$ cat src/rtl/sram_arbiter.sv
// Two-port arbiter in front of SRAM_Controller: port 0 = MEM/cache miss, port 1 = IF fetch.
// Define SRAM_ARB_ROUND_ROBIN_EN for round-robin contention; otherwise port 0 has fixed priority.
module sram_arbiter #(
  parameter int ADDR_W = 32,
  parameter int DATA_W = 32
) (
  input  logic              clk,
  input  logic              rst,
  input  logic              p0_rd_en,
  input  logic              p0_wr_en,
  input  logic [ADDR_W-1:0] p0_addr,
  input  logic [DATA_W-1:0] p0_wdata,
  output logic [DATA_W-1:0] p0_rdata,
  output logic              p0_ready,
  input  logic              p1_rd_en,
  input  logic              p1_wr_en,
  input  logic [ADDR_W-1:0] p1_addr,
  input  logic [DATA_W-1:0] p1_wdata,
  output logic [DATA_W-1:0] p1_rdata,
  output logic              p1_ready,
  output logic              sram_rd_en,
  output logic              sram_wr_en,
  output logic [ADDR_W-1:0] sram_addr,
  output logic [DATA_W-1:0] sram_wdata,
  input  logic [DATA_W-1:0] sram_rdata,
  input  logic              sram_ready
);
  localparam logic [1:0] S_IDLE = 2'd0;
  localparam logic [1:0] S_BUSY = 2'd1;
  localparam logic [1:0] S_RESP = 2'd2;

  logic [1:0]        state_q, state_d;
  logic              owner_q, owner_d;
  logic              rd_q, rd_d, wr_q, wr_d;
  logic [ADDR_W-1:0] addr_q, addr_d;
  logic [DATA_W-1:0] wdata_q, wdata_d;
  logic [DATA_W-1:0] rdata0_q, rdata0_d, rdata1_q, rdata1_d;
`ifdef SRAM_ARB_ROUND_ROBIN_EN
  logic              rr_last_q, rr_last_d;
`endif

  logic req0, req1, gnt;
  logic sel_rd, sel_wr;
  logic [ADDR_W-1:0] sel_addr;
  logic [DATA_W-1:0] sel_wdata;

  assign req0 = p0_rd_en | p0_wr_en;
  assign req1 = p1_rd_en | p1_wr_en;

  always_comb begin
    gnt = req1 & ~req0;
    if (req0 && req1) begin
`ifdef SRAM_ARB_ROUND_ROBIN_EN
      gnt = ~rr_last_q;
`else
      gnt = 1'b0;
`endif
    end
  end

  assign sel_rd    = gnt ? p1_rd_en : p0_rd_en;
  assign sel_wr    = gnt ? p1_wr_en : p0_wr_en;
  assign sel_addr  = gnt ? p1_addr  : p0_addr;
  assign sel_wdata = gnt ? p1_wdata : p0_wdata;

  always_comb begin
    state_d  = state_q;
    owner_d  = owner_q;
    rd_d     = rd_q;
    wr_d     = wr_q;
    addr_d   = addr_q;
    wdata_d  = wdata_q;
    rdata0_d = rdata0_q;
    rdata1_d = rdata1_q;
`ifdef SRAM_ARB_ROUND_ROBIN_EN
    rr_last_d = rr_last_q;
`endif
    case (state_q)
      S_IDLE: if (req0 || req1) begin
        owner_d = gnt;
        addr_d  = sel_addr;
        wdata_d = sel_wdata;
        // rd+wr together is a write
        wr_d    = sel_wr;
        rd_d    = sel_rd & ~sel_wr;
`ifdef SRAM_ARB_ROUND_ROBIN_EN
        rr_last_d = gnt;
`endif
        state_d = S_BUSY;
      end
      S_BUSY: if (sram_ready) begin
        if (rd_q) begin
          if (owner_q) rdata1_d = sram_rdata;
          else         rdata0_d = sram_rdata;
        end
        rd_d    = 1'b0;
        wr_d    = 1'b0;
        state_d = S_RESP;
      end
      S_RESP:  state_d = S_IDLE;
      default: state_d = S_IDLE;
    endcase
  end

  always_ff @(posedge clk or posedge rst) begin
    if (rst) begin
      state_q  <= S_IDLE;
      owner_q  <= 1'b0;
      rd_q     <= 1'b0;
      wr_q     <= 1'b0;
      addr_q   <= '0;
      wdata_q  <= '0;
      rdata0_q <= '0;
      rdata1_q <= '0;
`ifdef SRAM_ARB_ROUND_ROBIN_EN
      rr_last_q <= 1'b1;
`endif
    end else begin
      state_q  <= state_d;
      owner_q  <= owner_d;
      rd_q     <= rd_d;
      wr_q     <= wr_d;
      addr_q   <= addr_d;
      wdata_q  <= wdata_d;
      rdata0_q <= rdata0_d;
      rdata1_q <= rdata1_d;
`ifdef SRAM_ARB_ROUND_ROBIN_EN
      rr_last_q <= rr_last_d;
`endif
    end
  end

  assign p0_ready   = ~req0 | (state_q == S_RESP && owner_q == 1'b0);
  assign p1_ready   = ~req1 | (state_q == S_RESP && owner_q == 1'b1);
  assign p0_rdata   = rdata0_q;
  assign p1_rdata   = rdata1_q;
  assign sram_rd_en = rd_q;
  assign sram_wr_en = wr_q;
  assign sram_addr  = addr_q;
  assign sram_wdata = wdata_q;
endmodule

$ cat config.mk
export PLATFORM = sky130hd
export DESIGN_NAME = sram_arbiter
export DESIGN_NICKNAME = d
export VERILOG_FILES = /design/src/rtl/sram_arbiter.sv
export SDC_FILE = /design/constraint.sdc
export NUM_CORES = 1
export LEC_CHECK = 0
export BUFFER_PORTS_ARGS = -buffer_cell sky130_fd_sc_hd__clkbuf_2
export CAP_MARGIN = 10
export CORE_MARGIN = 2
export CORE_UTILIZATION = 37
export CTS_CLUSTER_DIAMETER = 150
export CTS_CLUSTER_SIZE = 25
export DETAILED_ROUTE_END_ITERATION = 6
export PLACE_DENSITY = 0.68
export SLEW_MARGIN = 20
export SYNTH_ARGS = -nofsm -noshare
export SYNTH_HDL_FRONTEND = slang
export SYNTH_SLANG_ARGS = --single-unit
export TNS_END_PERCENT = 100
$ cat constraint.sdc
create_clock -name clk -period 4.9 [get_ports clk]
set_clock_uncertainty 0.1 [all_clocks]
set_input_delay 0.98 -clock clk [delete_from_list [all_inputs] [get_ports clk]]
set_output_delay 0.98 -clock clk [all_outputs]
set_load 0.01 [all_outputs]
==> flow_metrics.tcl, run 1 <==
set metrics [dict create \
    outcome "completed" \
    synth_mux_area_share_pct 14.8 \
    cts-buffers-inserted 17 \
    cts_setup_buffers 0 \
    nFillCells 1318 \
    root_buffer "clkbuf_16" \
    cts_tree "built" \
    place_hpwl_mm 11.2 \
    detail-route-antenna-nets 0 \
    cpMostUsedCell "clkbuf_2" \
    io_pins 299 \
    synth_area_um2 5770 \
    wirelength_mm 15.5 \
    vias_per_cell 5.19 \
    crit_cells 4 \
    cts.sinks 133 \
    vias 4512 \
    place_ws_ns 1.73 \
    final_layout_size_suffix_gt1_share_pct 59.4 \
    syn_to_final_growth_pct 35.7 \
    core-area_um2 15200 \
    critPathTopFamily "simple AND/OR/NAND/NOR gates" \
    dieArea_um2 16600 \
    setup-violations-final 0 \
    cp-startpoint "p1_wr_en" \
    drtIter0Drc 164 \
    cp_max_fo 4 \
    synthesis.area_per_instance_um2 14.9 \
    fmax_ghz 0.358 \
    hold_viol_final 0 \
    fin_crit_sh_pct 57.0 \
    final_max_slew_viol_count 0 \
    dieWidth_um 129 \
    maxSlewHeadroom_pct 39.8 \
    synth.net_count 553 \
    yosys.area.top_type_share_pct 57.7 \
    drc 0 \
    cts.clk_slew.worst_paths_ns 0.05 \
    grt_max_degree 103 \
    endpoint_kind "output port" \
    crit_chain "clkbuf_2 -> or2_2 -> o21ai_0 -> clkbuf_2" \
    reg2reg_depth 3 \
    crit_type "input pin to output port" \
    worst-path-buf-inv 2 \
    yosys.area_share.simple_pct 9.11 \
    cts_resized 0 \
    worst_slack_ns 2.11 \
    hp-class "register to register" \
    cp_data_arrival_time_ns 1.71 \
    cp_slowest_cell "or2_2" \
    setup_tns_ns 0 \
    p_leak_nw 3.88 \
    clk_latency_ns 0.41 \
    antenna_found_initial 0 \
    cp.required_ns 3.82 \
    cts_htree_levels 4 \
    peakVddDrop_mv 0.304 \
    rsz0062_at_grt "false" \
    numPortBuffers 298 \
    grt-ovfl-total 0 \
    timing.final.crit_period_ns 2.79 \
    r2r_setup_slack_ns 2.51 \
    synth_top_area_cell "dfrtp_1" \
    start_util_pct 37.9 \
    grt_pass1_vias 4613 \
    final_cell_area_um2 7830 \
    cp-endpoint "p1_ready" \
    slowest_delay_ns 0.33 \
    multiInputGateArea_um2 2140 \
    drtPass1Iterations 4 \
    yosys_warnings 0 \
    synthAdderAreaFrac_pct 0 \
    grt_pass1_wl_mm 23.9 \
    synth-compound-area-share_pct 13.1 \
    antenna_cells 0 \
    reg2reg_to "sram_addr[29]" \
    worstMarginPinSlew_ns 0.904 \
    rr_startpoint "state_q[0]" \
    num_rows 45 \
    wire_per_inst_um 17.8 \
    synth_seq_cells 133 \
    clockBufferDepth 2 \
    place_area_um2 7240 \
    synth-xor-area-share_pct 0 \
    gp_congestion 0.860 \
    grtUsageTotal_pct 18.7 \
    p_per_area_nw_per_um2 652 \
    yosysSeqAreaShare_pct 57.7 \
    seq_area_um2 3330 \
    cp-start-kind "input pin" \
    fin_nets 838 \
    synth_cells 386 \
    synth_top_family_by_area "multiplexers" \
    max_cap_viol_count 0 \
    synth.distinct_cells 29 \
    ys_top_cells_by_area "dfrtp_1, o221a_1, mux2_4, or3_1, mux2_2" \
    cts_hold_buf 0 \
    die_y_um 129 \
]
==> power by group <==
part / internal, mW / leakage (nW) / switching [mW] / total, mW
Combinational: 0.992 / 2.02 / 0.924 / 1.92
Sequential: 1.62 / 1.58 / 0.315 / 1.94
Clock: 0.798 / 0.281 / 0.452 / 1.25
Total: 3.41 / 3.88 / 1.69 / 5.10
==> layout by cell type, fill, tap and decap left out, types with 2 or more instances in the layout <==
cell / count
nand3b_4: 2
clkbuf_8: 4
o221a_1: 49
mux2_1: 14
clkinvlp_4: 2
bufinv_16: 2
clkbuf_2: 298
clkbuf_1: 2
mux2_4: 30
clkinv_4: 2
clkbuf_16: 17
o21ai_0: 2
o221a_2: 15
or2_2: 2
mux2i_1: 2
mux2_2: 20
dfrtp_1: 133
inv_1: 2
nand2_1: 2
or3_1: 64
nand2b_1: 2
buf_4: 3
==> cell families after synthesis <==
family          count (synthesis)
compound gates                 70
buf+inv                        39
flops                         133
mux                            66
simple gates                   78
==> layer usage <==
layer | share of wire, % | global-route usage (%) | up-vias | wire [µm]
li1 | - | - | 2053 | -
met3 | 7.7 | 6.24 | 26 | 1190
met5 | 0 | 0 | - | 0
met4 | 2.8 | 7.35 | 0 | 432
met2 | 49 | 31.0 | 226 | 7550
met1 | 41 | 22.6 | 2207 | 6310
==> flip-flops by register name, indices dropped and copies added, names as in the netlist <==
| register | count |
|---|---|
| p0_rdata | 32 |
| sram_wr_en | 1 |
| owner_q | 1 |
| state_q | 2 |
| sram_wdata | 32 |
| sram_rd_en | 1 |
| sram_addr | 32 |
| p1_rdata | 32 |
==> per-stage QoR <==
step                      hold slack (ns)  total power [mW]  instances  util, %
final                               0.391              5.10        870     51.5
after global routing                0.411              5.43        870     51.5
after CTS                           0.397              5.17        870     51.5
after detailed placement            0.384              3.90        840     47.6
after global placement              0.373              3.83        840     47.6
after floorplan                     0.434              3.16        386        -
==> cell usage after synthesis (all sizes together) <==
cell	n
dfrtp	133
and3	1
nor3b	1
mux2	64
mux2i	2
a21oi	2
buf	28
clkbuf	7
o22ai	1
or3	64
or2	3
o21ai	2
nand2b	2
inv	4
o221a	64
a21o	1
nor2	2
nand2	2
nand3	1
nand3b	2
==> worst min path at each step <==
stage                     slack [ns]          from  depth (start not counted)      endpoint
after floorplan                 0.43  p1_rdata[10]                          1  p1_rdata[10]
after detailed placement        0.38  p1_rdata[28]                          1  p1_rdata[28]
final                           0.39  p1_rdata[15]                          1  p1_rdata[15]
after CTS                       0.40  p1_rdata[28]                          1  p1_rdata[28]
after global placement          0.37  p1_rdata[28]                          1  p1_rdata[28]
after global routing            0.41  p1_rdata[15]                          1  p1_rdata[15]
==> cell type report <==
type                    instances  share of cell area [%]
clock inverters                 7                    1.25
flip-flops and latches        133                    42.5
well taps                     188                    3.01
inverters                       4                   0.256
repair buffers                301                    19.3
clock buffers                  23                    6.23
multi-input cells             214                    27.4
(Power assumes the default switching activity.)
==> run 2: changes to the inputs <==
--- a/config.mk
+++ b/config.mk
@@ -12,7 +12,7 @@
 export CTS_CLUSTER_DIAMETER = 150
 export CTS_CLUSTER_SIZE = 25
 export DETAILED_ROUTE_END_ITERATION = 6
-export PLACE_DENSITY = 0.68
+export PLACE_DENSITY = 0.7
 export SLEW_MARGIN = 20
 export SYNTH_ARGS = -nofsm -noshare
 export SYNTH_HDL_FRONTEND = slang
==> constraint.sdc (replaced) <==
create_clock -name clk -period 2.5 [get_ports clk]
set_clock_uncertainty 0.1 [all_clocks]
set_input_delay 0.5 -clock clk [delete_from_list [all_inputs] [get_ports clk]]
set_output_delay 0.5 -clock clk [all_outputs]
set_load 0.01 [all_outputs]
==> flow_metrics.tcl, run 2 (same netlist as run 1, synthesis figures left out) <==
set metrics [dict create \
    numPortBuffers 298 \
    cts_htree_levels 4 \
    max_cap_viol_count 0 \
    cts.clk_slew.worst_paths_ns 0.06 \
    wirelength_mm 15.5 \
    reg2reg_depth 4 \
    gp_congestion 0.794 \
    peakVddDrop_mv 0.428 \
    dieArea_um2 16600 \
    placedCellCount 846 \
    outcome "finished, violations left" \
    cts_hold_buf 0 \
    final_layout_size_suffix_gt1_share_pct 60.1 \
    final_cell_mix "clkbuf_2, dfrtp_1, or3_1" \
    detail-route-antenna-nets 0 \
    grt_pass1_vias 4534 \
    grt_pass1_wl_mm 23.6 \
    drtPass1Iterations 7 \
    fmax_ghz 0.491 \
    hp-class "input pin to async pin" \
    place_hpwl_mm 11.2 \
    crit_type "register to register" \
    cp-start-kind "register" \
    cts_setup_buffers 0 \
    antenna_cells 0 \
    vias 4486 \
    start_util_pct 37.9 \
    cp_data_arrival_time_ns 2.27 \
    cts_tree "built" \
    cp.required_ns 2.74 \
    cts_resized 0 \
    core-area_um2 15200 \
    p_leak_nw 3.92 \
    grtUsageTotal_pct 18.4 \
    finalNonFillerCells 877 \
    fin_nets 844 \
    fin_crit_sh_pct 81.4 \
    final_max_slew_viol_count 0 \
    drtIter0Drc 185 \
    hold_viol_final 0 \
    p_total_mw 10.0 \
    root_buffer "clkbuf_16" \
    vias_per_cell 5.12 \
    die_y_um 129 \
    maxSlewHeadroom_pct 53.9 \
    mostFrequentLayoutCell "clkbuf_2" \
    clk_latency_ns 0.40 \
    clockBufferDepth 2 \
    final_cell_area_um2 7910 \
    dieWidth_um 129 \
    endpoint_kind "register" \
    p_per_area_nw_per_um2 1270 \
    cp_max_fo 64 \
    num_rows 45 \
    r2r_setup_slack_ns 0.47 \
    wire_per_inst_um 17.6 \
    drc 2 \
    setup_tns_ns 0 \
    io_pins 299 \
    cts.sinks 133 \
    rsz0062_at_grt "false" \
    grt_max_degree 92 \
    worstMarginPinSlew_ns 0.692 \
    reg2reg_to "sram_wdata[9]" \
    timing.final.crit_period_ns 2.03 \
    syn_to_final_growth_pct 37.1 \
    antenna_found_initial 0 \
    grt-ovfl-total 0 \
    cts-buffers-inserted 17 \
    violations "design-rule violations" \
    setup-violations-final 0 \
    rr_startpoint "state_q[0]" \
    place_area_um2 7340 \
    hold_slack_ns 0.0557 \
]
## run 2: cell count changes in the layout (fill, tap and decap cells not counted)
cell | before | now
buf_4 | 3 | 5
clkinvlp_4 | 2 | 4
clkbuf_1 | 2 | 0
clkinv_2 | 1 | 5
clkbuf_8 | 4 | 1
buf_12 | 0 | 4
## run 2: how the worst max path moves through the flow
| stage | startpoint | to | slack, ns | cells past startpoint |
|---|---|---|---|---|
| floorplan | rst | owner_q | 0.25 | 1 |
| global placement | p0_wr_en | sram_addr[27] | 0.54 | 5 |
| detailed placement | p0_wr_en | sram_wdata[9] | 0.48 | 5 |
| CTS | state_q[0] | sram_wdata[9] | 0.48 | 4 |
| global route | state_q[0] | sram_wdata[9] | 0.40 | 4 |
| finish | state_q[0] | sram_wdata[9] | 0.47 | 4 |
## run 2: critical path, stage by stage (launching register included)
cell and delay (ns):
dfrtp_1 0.42, or2_4 0.30, a21oi_4 0.19, buf_4 0.58, o221a_1 0.32
## run 2: through the flow
stage | util, % | worst slack, ns
after floorplan | - | 0.249
after CTS | 52.0 | 0.481
after global placement | 48.3 | 0.542
final | 52.0 | 0.465
after detailed placement | 48.3 | 0.476
after global routing | 52.0 | 0.404
## run 2: report_power, final
part / switching [mW] / total [mW] / leakage, nW / internal, mW
sequential: 0.625 / 3.80 / 1.58 / 3.18
combinational: 1.84 / 3.81 / 2.06 / 1.98
clock: 0.918 / 2.40 / 0.278 / 1.48
## run 2: per-layer routing
| metal | GRT usage (%) | up-vias | routed length (µm) |
|---|---|---|---|
| met5 | 0 | - | 0 |
| met4 | 6.91 | 0 | 243 |
| met3 | 5.70 | 15 | 1270 |
| met2 | 30.7 | 228 | 7620 |
| met1 | 22.6 | 2180 | 6310 |
| li1 | - | 2063 | - |
## run 2: area by class of cell
type                       count  area, µm²
multi-input combinational    214       2140
tap                          188        235
fill                        1359       7290
sequential                   133       3330
timing repair buffer         307       1610
inverter                       4       18.8
clock buffer                  18        439
clock inverter                13        134
==> run 3: changes to the inputs <==
--- a/config.mk
+++ b/config.mk
@@ -5,6 +5,7 @@
 export SDC_FILE = /design/constraint.sdc
 export NUM_CORES = 1
 export LEC_CHECK = 0
+export ABC_AREA = 1
 export BUFFER_PORTS_ARGS = -buffer_cell sky130_fd_sc_hd__clkbuf_2
 export CAP_MARGIN = 10
 export CORE_MARGIN = 2
@@ -12,7 +13,7 @@
 export CTS_CLUSTER_DIAMETER = 150
 export CTS_CLUSTER_SIZE = 25
 export DETAILED_ROUTE_END_ITERATION = 6
-export PLACE_DENSITY = 0.7
+export PLACE_DENSITY = 0.67
 export SLEW_MARGIN = 20
 export SYNTH_ARGS = -nofsm -noshare
 export SYNTH_HDL_FRONTEND = slang
==> constraint.sdc (replaced) <==
create_clock -name clk -period 1.9 [get_ports clk]
set_clock_uncertainty 0.1 [all_clocks]
set_input_delay 0.38 -clock clk [delete_from_list [all_inputs] [get_ports clk]]
set_output_delay 0.38 -clock clk [all_outputs]
set_load 0.01 [all_outputs]
==> flow_metrics.tcl, run 3 <==
set metrics [dict create \
    vias_per_cell 4.54 \
    synth_top_area_cell "dfrtp_1" \
    peakVddDrop_mv 0.731 \
    final_layout_size_suffix_gt1_share_pct 33.6 \
    vias 5780 \
    synthArstFlopShare_pct 100 \
    finalNonFillerCells 1273 \
    yosys.area.top_type_share_pct 55.8 \
    setup-violations-final 0 \
    io_pins 299 \
    fmax_ghz 0.550 \
    cp_data_arrival_time_ns 1.34 \
    hold_viol_final 0 \
    cts_tree "built" \
    ys_top_cells_by_area "dfrtp_1, nand2_1, nand3_1, o21ai_0, inv_1" \
    fin_nets 1212 \
    cp_slowest_cell "dfrtp_1" \
    synth-edff-count 0 \
    synth_common_cells "nand2_1, dfrtp_1, nand3_1" \
    place_hpwl_mm 12.2 \
    final_cell_mix "nand2_1, clkbuf_2, dfrtp_1" \
    dieWidth_um 131 \
    maxSlewHeadroom_pct 61.2 \
    yosys_warnings 0 \
    synth_cells 760 \
    rsz0062_at_grt "false" \
    drtPass1Iterations 5 \
    grt_pass1_vias 5464 \
    cp_max_fo 3 \
    synth.most_common_cell "nand2_1" \
    critPathTopFamily "flip-flops" \
    drtIter0Drc 279 \
    p_per_area_nw_per_um2 1530 \
    synth_area_um2 5960 \
    worst-path-buf-inv 1 \
    grt_max_degree 70 \
    cts.sinks 133 \
    slowest_delay_ns 0.39 \
    worst_slack_ns 0.0823 \
    grt-ovfl-total 0 \
    synth.net_count 927 \
    clk_latency_ns 0.40 \
    synth.distinct_cells 16 \
    clockBufferDepth 2 \
    timing.final.crit_period_ns 1.82 \
    cts-buffers-inserted 17 \
    wire_per_inst_um 13.4 \
    place_ws_ns 0.245 \
    grtUsageTotal_pct 19.7 \
    endpoint_kind "output port" \
    gp_congestion 0.822 \
    p_leak_nw 4.93 \
    drc 0 \
    placedCellCount 1240 \
    crit_chain "or2_4 -> o22ai_2 -> clkbuf_2" \
    final_max_slew_viol_count 0 \
    die_y_um 131 \
    cp.required_ns 1.42 \
    dieArea_um2 17100 \
    fin_crit_sh_pct 95.7 \
    antenna_found_initial 0 \
    detail-route-antenna-nets 0 \
    numPortBuffers 298 \
    cp-start-kind "register" \
    max_cap_viol_count 0 \
    grt_pass1_wl_mm 26.5 \
    num_rows 46 \
    hp-class "input pin to register" \
    start_util_pct 37.7 \
    syn_to_final_growth_pct 38.9 \
    synth_ff_type "dfrtp_1" \
    root_buffer "clkbuf_16" \
    wirelength_mm 17.0 \
    outcome "completed" \
    crit_type "register to output port" \
    cts_htree_levels 4 \
    synthesis.area_per_instance_um2 7.85 \
    antenna_cells 0 \
    core-area_um2 15800 \
    yosysSeqAreaShare_pct 55.8 \
    cts.clk_slew.worst_paths_ns 0.06 \
    worstMarginPinSlew_ns 0.582 \
    mostFrequentLayoutCell "nand2_1" \
    synth_seq_cells 133 \
]
## run 3: changes by cell type after synthesis, sizes merged, moves of 4 or more
cell / delta
buf: +7
clkbuf: +5
inv: +36
mux2: -64
nand2: +396
nand3: +65
nor2: +4
o21ai: +65
o221a: -64
or3: -64
## run 3: cell type report
class                   count  area [µm²]
clock buffers              20         467
clock inverters            11         149
fillers                  1490        7550
inverters                  40         154
multi-input cells         540        2230
flip-flops and latches    133        3330
well taps                 216         270
repair buffers            313        1680
## run 3: power breakdown
| group | internal [mW] | switching (mW) | leakage, nW | total [mW] |
|---|---|---|---|---|
| logic | 1.75 | 2.76 | 2.95 | 4.50 |
| clock network | 2.17 | 1.22 | 0.295 | 3.38 |
| registers | 4.10 | 0.691 | 1.68 | 4.79 |
| total | 8.01 | 4.66 | 4.93 | 12.7 |
## run 3: cell families (layout without fill, tap and decap cells)
logic type	Yosys count	in the layout	synth area share, %
simple gates	472	472	31.4
compound gates	68	68	5.73
buf+inv	87	384	7.07
flops	133	133	55.8
## run 3: final timing paths
check	cells after the start	from	slack, ns	to
worst max register to register	6	state_q[0]	0.26	p1_rdata[14]
max in group asynchronous	4	rst	0.66	sram_wdata[16]
worst min-delay path	3	sram_rdata[23]	0.10	p1_rdata[23]
worst max-delay path	3	state_q[0]	0.08	p0_ready
min in group asynchronous	3	rst	0.40	p0_rdata[24]
worst min register to register	2	sram_addr[15]	0.38	sram_addr[15]
## run 3: worst register-to-register path: stages, from the launching register on
cell and delay, ns:
dfrtp_1 0.39, buf_4 0.14, nand2_1 0.11, nor2_2 0.06, nand2_2 0.05, buf_4 0.47, o21ai_0 0.20
## run 3: timing repair
action	in CTS	in global routing
resized for setup	2	2
cloned	0	0
endpoints found under the hold margin	13	0
buffers inserted	0	1
setup endpoints to repair	2	1
hold buffers	1	0
## run 3: layer usage
layer	vias to the layer above	wire [µm]	GRT usage, %
met5	-	0	0
met4	0	397	8.07
met3	27	1140	5.70
met2	203	8090	32.4
met1	2623	7390	24.5
li1	2927	-	-
## run 3: metrics by stage
step	hold WS (ns)	power (mW)	cell area, µm²	util, %	setup TNS (ns)
floorplan	0.389	7.35	5970	-	-30.75
global placement	0.275	9.28	7640	48.3	0
detailed placement	0.281	9.38	7640	48.3	0
CTS	0.0883	12.8	8270	52.3	0
global route	0.102	13.7	8280	52.3	0
finish	0.102	12.7	8280	52.3	0
